**config.mk**
```make
export PLATFORM = sky130hd
export DESIGN_NAME = s2p_window_packer
export DESIGN_NICKNAME = d
export VERILOG_FILES = /design/src/rtl/s2p_window_packer_pkg.sv /design/src/rtl/s2p_window_packer_lane.sv /design/src/rtl/s2p_window_packer.sv
export SDC_FILE = /design/constraint.sdc
export NUM_CORES = 1
export LEC_CHECK = 0
export ABC_AREA = 1
export CAP_MARGIN = 20
export CELL_PAD_IN_SITES_DETAIL_PLACEMENT = 2
export CELL_PAD_IN_SITES_GLOBAL_PLACEMENT = 2
export CORE_UTILIZATION = 35
export CTS_BUF_LIST = sky130_fd_sc_hd__clkbuf_8 sky130_fd_sc_hd__clkbuf_16
export CTS_CLUSTER_DIAMETER = 100
export DETAILED_ROUTE_END_ITERATION = 12
export PLACE_DENSITY_LB_ADDON = 0.12
export SYNTH_ARGS = -nofsm -noshare
export SYNTH_HDL_FRONTEND = slang
export SYNTH_SLANG_ARGS = --single-unit
export TNS_END_PERCENT = 100
```
**constraint.sdc**
```tcl
create_clock -name clk -period 3.3 [get_ports clk]
set_clock_uncertainty 0.15 [all_clocks]
set_input_delay 0.66 -clock clk [delete_from_list [all_inputs] [get_ports clk]]
set_output_delay 0.66 -clock clk [all_outputs]
set_load 0.01 [all_outputs]
```
**src/rtl/s2p_window_packer_pkg.sv**
```systemverilog
`default_nettype none
// ============================================================================
// Module   : s2p_window_packer_pkg
// Brief    : Shared defaults and FSM encoding for the serial-to-parallel packer.
// Revision : 1.0
// ============================================================================
package s2p_window_packer_pkg;

  localparam int unsigned c_DATA_WIDTH = 8;
  localparam int unsigned c_S2P_SIZE   = 3;
  localparam int unsigned c_NUM_CH     = 2;

  typedef enum logic [1:0] {
    ST_FILL  = 2'd0,
    ST_PAD   = 2'd1,
    ST_STALL = 2'd2
  } state_e;

  function automatic int unsigned win_elems(input int unsigned side);
    return side * side;
  endfunction

endpackage
`default_nettype wire

```
**src/rtl/s2p_window_packer_lane.sv**
```systemverilog
`default_nettype none
// ============================================================================
// Module   : s2p_lane
// Brief    : One lane's N-deep shift register with pad masking; snap_o is the
//            window as it will look after the current shift.
// Revision : 1.0
// ============================================================================
module s2p_lane
  import s2p_window_packer_pkg::*;
#(
  parameter int unsigned DATA_WIDTH = c_DATA_WIDTH,
  parameter int unsigned N          = c_S2P_SIZE * c_S2P_SIZE
) (
  input  logic                    clk,
  input  logic                    rstn,
  input  logic                    shift_i,
  input  logic                    pad_i,
  input  logic [DATA_WIDTH-1:0]   data_i,
  output logic [N*DATA_WIDTH-1:0] win_o,
  output logic [N*DATA_WIDTH-1:0] snap_o
);

  logic [N*DATA_WIDTH-1:0] win_q;
  logic [DATA_WIDTH-1:0]   w_elem;

  assign w_elem = pad_i ? '0 : data_i;
  // Element 0 is the newest beat, so older elements move toward the top.
  assign snap_o = {win_q[(N-1)*DATA_WIDTH-1:0], w_elem};
  assign win_o  = win_q;

  always_ff @(posedge clk or negedge rstn) begin
    if (!rstn) begin
      win_q <= '0;
    end else if (shift_i) begin
      win_q <= snap_o;
    end
  end

endmodule
`default_nettype wire

```
**src/rtl/s2p_window_packer.sv**
```systemverilog
`default_nettype none
// ============================================================================
// Module   : s2p_window_packer
// Brief    : Packs NUM_CH serial lanes into S2P_SIZE x S2P_SIZE windows with
//            end-of-frame zero padding and a single registered output slot.
// Revision : 1.0
// ============================================================================
module s2p_window_packer
  import s2p_window_packer_pkg::*;
#(
  parameter int unsigned DATA_WIDTH = c_DATA_WIDTH,
  parameter int unsigned S2P_SIZE   = c_S2P_SIZE,
  parameter int unsigned NUM_CH     = c_NUM_CH
) (
  input  logic                                                clk,
  input  logic                                                rstn,
  input  logic                                                i_valid,
  output logic                                                o_in_ready,
  input  logic [NUM_CH*DATA_WIDTH-1:0]                        i_data,
  input  logic [NUM_CH-1:0]                                   i_pad,
  input  logic                                                i_last,
  output logic [NUM_CH*S2P_SIZE*S2P_SIZE*DATA_WIDTH-1:0]      o_matrix,
  output logic                                                o_valid,
  input  logic                                                i_out_ready,
  output logic                                                o_last
);

  localparam int unsigned           c_N        = win_elems(S2P_SIZE);
  localparam int unsigned           c_CNT_W    = $clog2(c_N);
  localparam logic [c_CNT_W-1:0]    c_CNT_LAST = c_CNT_W'(c_N - 1);
  localparam int unsigned           c_LANE_W   = c_N * DATA_WIDTH;

  state_e                     state_q, state_d;
  logic [c_CNT_W-1:0]         cnt_q, cnt_d;
  logic                       valid_q, valid_d;
  logic                       last_q, last_d;
  logic                       pend_last_q, pend_last_d;
  logic [NUM_CH*c_LANE_W-1:0] matrix_q, matrix_d;
  logic [NUM_CH*c_LANE_W-1:0] w_win, w_snap;

  logic w_in_ready, w_pad_cycle, w_stall;
  logic w_shift, w_cnt_end, w_complete, w_slot_free, w_load, w_complete_last;

  // State register
  always_ff @(posedge clk or negedge rstn) begin
    if (!rstn) begin
      state_q <= ST_FILL;
    end else begin
      state_q <= state_d;
    end
  end

  // FSM outputs
  always_comb begin
    w_in_ready  = 1'b0;
    w_pad_cycle = 1'b0;
    w_stall     = 1'b0;
    case (state_q)
      ST_FILL:  w_in_ready  = 1'b1;
      ST_PAD:   w_pad_cycle = 1'b1;
      ST_STALL: w_stall     = 1'b1;
      default:  w_in_ready  = 1'b1;
    endcase
  end

  assign w_shift         = (i_valid & w_in_ready) | w_pad_cycle;
  assign w_cnt_end       = (cnt_q == c_CNT_LAST);
  assign w_complete      = w_shift & w_cnt_end;
  assign w_slot_free     = ~valid_q | i_out_ready;
  assign w_complete_last = w_pad_cycle | i_last;
  assign w_load          = (w_complete & w_slot_free) | (w_stall & i_out_ready);

  // Next-state logic
  always_comb begin
    state_d = state_q;
    case (state_q)
      ST_FILL: begin
        if (w_shift) begin
          if (w_cnt_end) begin
            state_d = w_slot_free ? ST_FILL : ST_STALL;
          end else if (i_last) begin
            state_d = ST_PAD;
          end
        end
      end
      ST_PAD: begin
        if (w_cnt_end) begin
          state_d = w_slot_free ? ST_FILL : ST_STALL;
        end
      end
      ST_STALL: begin
        if (i_out_ready) begin
          state_d = ST_FILL;
        end
      end
      default: state_d = ST_FILL;
    endcase
  end

  // A completing cycle loads the post-shift snapshot; a stalled window
  // already sits in the lane registers.
  always_comb begin
    cnt_d       = cnt_q;
    pend_last_d = pend_last_q;
    matrix_d    = matrix_q;
    last_d      = last_q;
    valid_d     = valid_q & ~i_out_ready;
    if (w_shift) begin
      cnt_d = w_cnt_end ? '0 : cnt_q + 1'b1;
    end
    if (w_complete) begin
      pend_last_d = w_complete_last;
    end
    if (w_load) begin
      valid_d = 1'b1;
      if (w_complete) begin
        matrix_d = w_snap;
        last_d   = w_complete_last;
      end else begin
        matrix_d = w_win;
        last_d   = pend_last_q;
      end
    end
  end

  always_ff @(posedge clk or negedge rstn) begin
    if (!rstn) begin
      cnt_q       <= '0;
      pend_last_q <= 1'b0;
      matrix_q    <= '0;
      last_q      <= 1'b0;
      valid_q     <= 1'b0;
    end else begin
      cnt_q       <= cnt_d;
      pend_last_q <= pend_last_d;
      matrix_q    <= matrix_d;
      last_q      <= last_d;
      valid_q     <= valid_d;
    end
  end

  generate
    for (genvar c = 0; c < NUM_CH; c++) begin : g_lane
      s2p_lane #(
        .DATA_WIDTH (DATA_WIDTH),
        .N          (c_N)
      ) u_lane (
        .clk     (clk),
        .rstn    (rstn),
        .shift_i (w_shift),
        .pad_i   (w_pad_cycle | i_pad[c]),
        .data_i  (i_data[c*DATA_WIDTH +: DATA_WIDTH]),
        .win_o   (w_win[c*c_LANE_W +: c_LANE_W]),
        .snap_o  (w_snap[c*c_LANE_W +: c_LANE_W])
      );
    end
  endgenerate

  assign o_in_ready = w_in_ready;
  assign o_matrix   = matrix_q;
  assign o_valid    = valid_q;
  assign o_last     = last_q;

endmodule
`default_nettype wire

```
==> impl_metrics.toml, run 1 <==
[die]
dieWidth_um = 200.0
initial_core_util = 0.3550
rows = 72
io_pins = 170
die-area_mm2 = 0.03999
die_h_um = 200.0
core_mm2 = 0.03865

[min_path]
hold_path_class = "register to register"

[worst_setup_path]
start_kind = "register"
max_stage_delay_ns = 0.57
end_kind = "output port"
critPathBufInv = 3
crit_arrival_ns = 2.02
cpMostUsedCell = "inv_1"
crit_family = "buffers and inverters"
critPathKind = "register to output port"
crit_fanout = 3
r2r_end = "o_matrix[134]"
critical_path_depth = 4
cp.required_ns = 2.49
rr_worst_depth = 10
crit_start = "state_q[0]"
path_cells = "inv_1 > ha_1 > inv_1 > clkdlybuf4s50_1"
slowest_stage = "clkdlybuf4s50_1"
reg2reg_from = "state_q[0]"
endpoint = "o_in_ready"
regToRegSetupSlack_ns = 0.76

[clocking]
cts_sinks = 297
clkTransAtPathRegs_ns = 0.05
cts_made_buffers = 37
cts_tree = "yes"
cts_resized = 0
clk_latency_ns = 0.53
htree_levels = 2
post_cts_buffers = 0
cts_root_buffer = "clkbuf_16"
cts_buffer_depth = 3

[cells_and_area]
nets = 1892
seq_area_mm2 = 0.007432
area_delta_synth_final_pct = 24.07
multiInputGateArea_mm2 = 0.005336
n_fill_cell = 4318
postLayoutCoreUtil = 0.4404
antenna_cells = 0
drive_above_1_share = 0.04242
layout_commonest_cell = "nand2_1"
mostFrequentLayoutCells = "nand2_1, nand3_1, dfrtp_1"

[grt]
antenna_found_initial = 0
overflow = 0
track_usage = 0.2330
first_global_vias = 13570
grt_max_degree = 201
grt_pass1_wl_um = 73200

[sta]
fmax_mhz = 353.2
post-route-period-util = 0.8580
fin_crit_ns = 2.831
finalSetupTns_ns = 0
tightest_slew_ns = 0.8804
slew_headroom = 0.4131
hold_viol_final = 0
rsz0062_at_grt = "no"
slew_viol_final = 0
setup_violations = 0

[route]
vias = 12260
drtIter0Drc = 544
drcViolationCount = 0
drt-vias-per-instance = 5.099
drtAntennaViolNets = 0
post_drt_wl_per_cell_um = 18.60
drt_pass1_iterations = 6
drt-total-wl_um = 44720

[pwr]
leakagePower_uw = 0.008749
pwr_density_cell_mw_per_mm2 = 1038
power_frac_seq = 0.379
power_frac_clock = 0.231
internal_power_uw = 10590
peakVddDrop_mv = 0.6277
swShare = 0.4011
combPwrFrac = 0.390
p_sw_uw = 7090

[synth]
synth_warnings = 0
synthDistinctLibCells = 16
syn-num-nets = 1789
synth-seq-cells = 297
ys_seq_area_frac = 0.5417
synth.avg_cell_area_um2 = 7.791
synth_cells = 1761
syn_area_mm2 = 0.01372

[placement]
gp_congestion = 0.7447
port-buffer-count = 169
dp_hpwl_um = 26860

[status]
status = "completed"

[run]
drv_cap = 0
==> layout make-up <==
type                            instances  area share
Inverter                               94     0.02073
Clock inverter                         18     0.01051
Clock buffer                           43     0.06057
Tap cell                              518     0.03808
Timing Repair Buffer                  193      0.1200
Sequential cell                       297      0.4366
Multi-Input combinational cell       1241      0.3135
==> worst min-delay path: stages, from the launching register on <==
cell and delay (ns):
dfrtp_1 0.32, nand2_1 0.05, nand2_1 0.07
==> per-layer routing <==
metal  GRT usage  share of wire  vias to the layer above
li1            -              -                     5776
met1      0.2907           0.44                     6295
met2      0.4240           0.52                      132
met3     0.03007          0.026                       55
met4     0.05739          0.018                        0
met5           0              0                        -
==> synthesized netlist by cell type <==
cell type  number  area share
ha_1            5      0.0046
nand2_2         2     0.00091
buf_1          12      0.0033
nor2_4          1     0.00082
clkbuf_1       30      0.0082
nor2_1         85       0.023
a21oi_1        66       0.024
nand3_1       315        0.11
nand2_4         1     0.00082
o21ai_0        66       0.024
buf_2          72       0.026
buf_6           6      0.0049
inv_1          94       0.026
dfrtp_1       297        0.54
nand2_1       700        0.19
buf_4           9      0.0049
==> worst min path at each step <==
stage                            from     endpoint  slack, ns  cells after the start
after floorplan                  rstn     cnt_q[0]       0.21                      0
after global placement    pend_last_q  pend_last_q       0.31                      2
after detailed placement  pend_last_q  pend_last_q       0.31                      2
after CTS                 pend_last_q  pend_last_q       0.33                      2
after global routing      pend_last_q  pend_last_q       0.36                      2
final                     pend_last_q  pend_last_q       0.32                      2
==> flip-flops by register name (all words and copies together) (netlist names) <==
register	flops
o_valid	1
state_q	2
pend_last_q	1
o_last	1
g_lane.u_lane.win_o	144
cnt_q	4
o_matrix	144
==> through the flow <==
stage / worst slack (ns) / instance area, µm² / cells / power, µW / hold slack [ns]
global route: 0.3606 / 17020 / 2404 / 19070 / 0.3644
detailed placement: 0.6260 / 15800 / 2342 / 13690 / 0.3137
CTS: 0.4197 / 17020 / 2404 / 17980 / 0.3280
floorplan: 1.409 / 13720 / 1761 / 10560 / 0.2144
global placement: 0.6577 / 15800 / 2342 / 13330 / 0.3059
finish: 0.4687 / 17020 / 2404 / 17680 / 0.3212
==> power by group through the flow <==
stage | clock, µW | combinational, µW | sequential (µW)
final | 4080 | 6900 | 6700
after global routing | 4330 | 7820 | 6920
after CTS | 4190 | 7050 | 6740
after detailed placement | 0 | 6930 | 6760
after global placement | 0 | 6630 | 6690
after floorplan | 0 | 4010 | 6550
==> logic make-up (layout without fill, tap and decap cells) <==
family	Yosys count	after routing	share of synthesized area
AO/OA/AOI/OAI	132	132	0.04815
flip-flops	297	297	0.5417
AND/OR/NAND/NOR	1104	1104	0.3322
buffers and inverters	223	348	0.07332
adder cells (fa/ha/maj)	5	5	0.004560
==> what timing repair did <==
action                                  4_1_cts  5_1_grt
hold endpoints to repair                     12        0
hold buffers                                  1        0
endpoints found under the setup margin        0        0
No activity file was read; power rests on OpenSTA's default activity.
==> run 2, diff against run 1 <==
ABC_CLOCK_PERIOD_IN_PS = 3300   (was default)
==> results of run 2 <==
The final DEF is identical to that of run 1; final timing and power are the same.
==> run 3, diff against run 2 <==
CORE_ASPECT_RATIO = 1.4   (was default)
==> run 3 against run 2 <==
  * Power fell by 0.46%
  * Largest power group unchanged
  * Critical path type unchanged
  * Worst hold slack better by 0.0090 ns
  * Design area is 0.14% higher
==> impl_metrics.toml, run 3 (synthesized netlist as in run 1, its figures left out) <==
[worst_setup_path]
critPathKind = "register to output port"
end_kind = "output port"
crit_fanout = 3
reg2reg_from = "state_q[0]"
rr_worst_depth = 10
cp.required_ns = 2.49
r2r_end = "o_matrix[17]"
crit_arrival_ns = 2.00
start_kind = "register"
regToRegSetupSlack_ns = 0.94

[status]
status = "completed"

[cells_and_area]
multiInputGateArea_mm2 = 0.005336
n_fill_cell = 4417
nets = 1891
antenna_cells = 0
fin_cells = 2409
drive_above_1_share = 0.04610
layout_commonest_cell = "nand2_1"
seq_area_mm2 = 0.007432
mostFrequentLayoutCells = "nand2_1, nand3_1, dfrtp_1"
area_delta_synth_final_pct = 24.24

[sta]
timing.hold.ws_ns = 0.3302
slew_headroom = 0.5024
fin_crit_ns = 2.806
setup_violations = 0
finalSetupTns_ns = 0
slew_viol_final = 0
tightest_slew_ns = 0.7465
post-route-period-util = 0.8503
hold_viol_final = 0
fmax_mhz = 356.4
rsz0062_at_grt = "no"

[grt]
first_global_vias = 13520
antenna_found_initial = 0
grt_pass1_wl_um = 73180
overflow = 0
grt_max_degree = 177
track_usage = 0.2296

[route]
drt-total-wl_um = 44770
drt-vias-per-instance = 5.097
drtIter0Drc = 521
drcViolationCount = 0
post_drt_wl_per_cell_um = 18.58
vias = 12280
drt_pass1_iterations = 4
drtAntennaViolNets = 0

[pwr]
power_frac_clock = 0.227
p_sw_uw = 7067
swShare = 0.4017
combPwrFrac = 0.393
peakVddDrop_mv = 0.7942
pwr_density_cell_mw_per_mm2 = 1032
leakagePower_uw = 0.008749
power_frac_seq = 0.380
internal_power_uw = 10530

[min_path]
holdPathStages = 2
hold_end = "pend_last_q"
hp-start = "pend_last_q"
hold_path_class = "register to register"

[die]
die-area_mm2 = 0.04001
initial_core_util = 0.3564
rows = 85
core_mm2 = 0.03850
die_h_um = 236.3
dieWidth_um = 169.3
io_pins = 170

[clocking]
post_cts_buffers = 0
cts_resized = 0
clkTransAtPathRegs_ns = 0.06
cts_made_buffers = 35
cts_buffer_depth = 3
htree_levels = 2
cts_tree = "yes"
clk_latency_ns = 0.52
cts_sinks = 297
cts_root_buffer = "clkbuf_16"

[placement]
dp_hpwl_um = 27420
port-buffer-count = 169
gp_congestion = 0.7626
place_inst = 2347

[run]
drv_cap = 0
-- run 3: cell count changes in the layout (fill, tap and decap cells not counted), sizes merged --
cell / before / now
inv: 107 / 100
clkinv: 1 / 7
clkbuf: 43 / 45
buf: 24 / 25
bufinv: 4 / 3
-- run 3: how the worst max path moves through the flow --
stage / from / cells past startpoint / slack [ns] / endpoint
3_5_place_dp: i_valid / 8 / 0.65 / o_matrix[17]
2_1_floorplan: state_q[0] / 11 / 1.41 / o_matrix[100]
4_1_cts: state_q[0] / 4 / 0.48 / o_in_ready
5_1_grt: state_q[0] / 4 / 0.42 / o_in_ready
3_3_place_gp: i_valid / 8 / 0.72 / o_matrix[23]
6_report: state_q[0] / 4 / 0.49 / o_in_ready
-- run 3: critical path, stage by stage (launching register included) --
cell,delay [ns]
dfrtp_1,0.38
inv_1,0.08
ha_1,0.29
inv_1,0.16
clkdlybuf4s50_1,0.57
-- run 3: final cells by class --
| class | count | share of cell area |
|---|---|---|
| multi-input cells | 1241 | 0.3131 |
| clock buffers | 45 | 0.06078 |
| flip-flops and latches | 297 | 0.4360 |
| repair buffers | 194 | 0.1224 |
| well taps | 522 | 0.03832 |
| clock inverters | 16 | 0.008662 |
| inverters | 94 | 0.02070 |
-- run 3: metrics by stage --
step | area [µm²] | power, µW | util | worst slack [ns]
floorplan | 13720 | 10560 | - | 1.409
global placement | 15850 | 13350 | 0.4117 | 0.7235
detailed placement | 15850 | 13730 | 0.4117 | 0.6502
CTS | 17050 | 17940 | 0.4427 | 0.4752
global route | 17050 | 18930 | 0.4427 | 0.4165
finish | 17050 | 17600 | 0.4427 | 0.4941
-- run 3: metal layers --
layer | track usage | vias to the layer above | wire [µm]
met5 | 0 | - | 0
met4 | 0.06334 | 0 | 1004
met3 | 0.02903 | 50 | 1085
met2 | 0.4382 | 165 | 24370
met1 | 0.2638 | 6298 | 18310
li1 | - | 5765 | -
-- run 3: power groups by stage --
stage	clock network (µW)	logic, µW	registers (µW)
finish	3990	6910	6690
global route	4240	7810	6890
CTS	4120	7070	6740
detailed placement	0	6960	6770
global placement	0	6640	6700
floorplan	0	4010	6550
-- run 3: timing repair --
item / in CTS / in global routing
endpoints found under the setup margin: 0 / 0
hold buffers: 1 / 0
hold endpoints to repair: 52 / 0
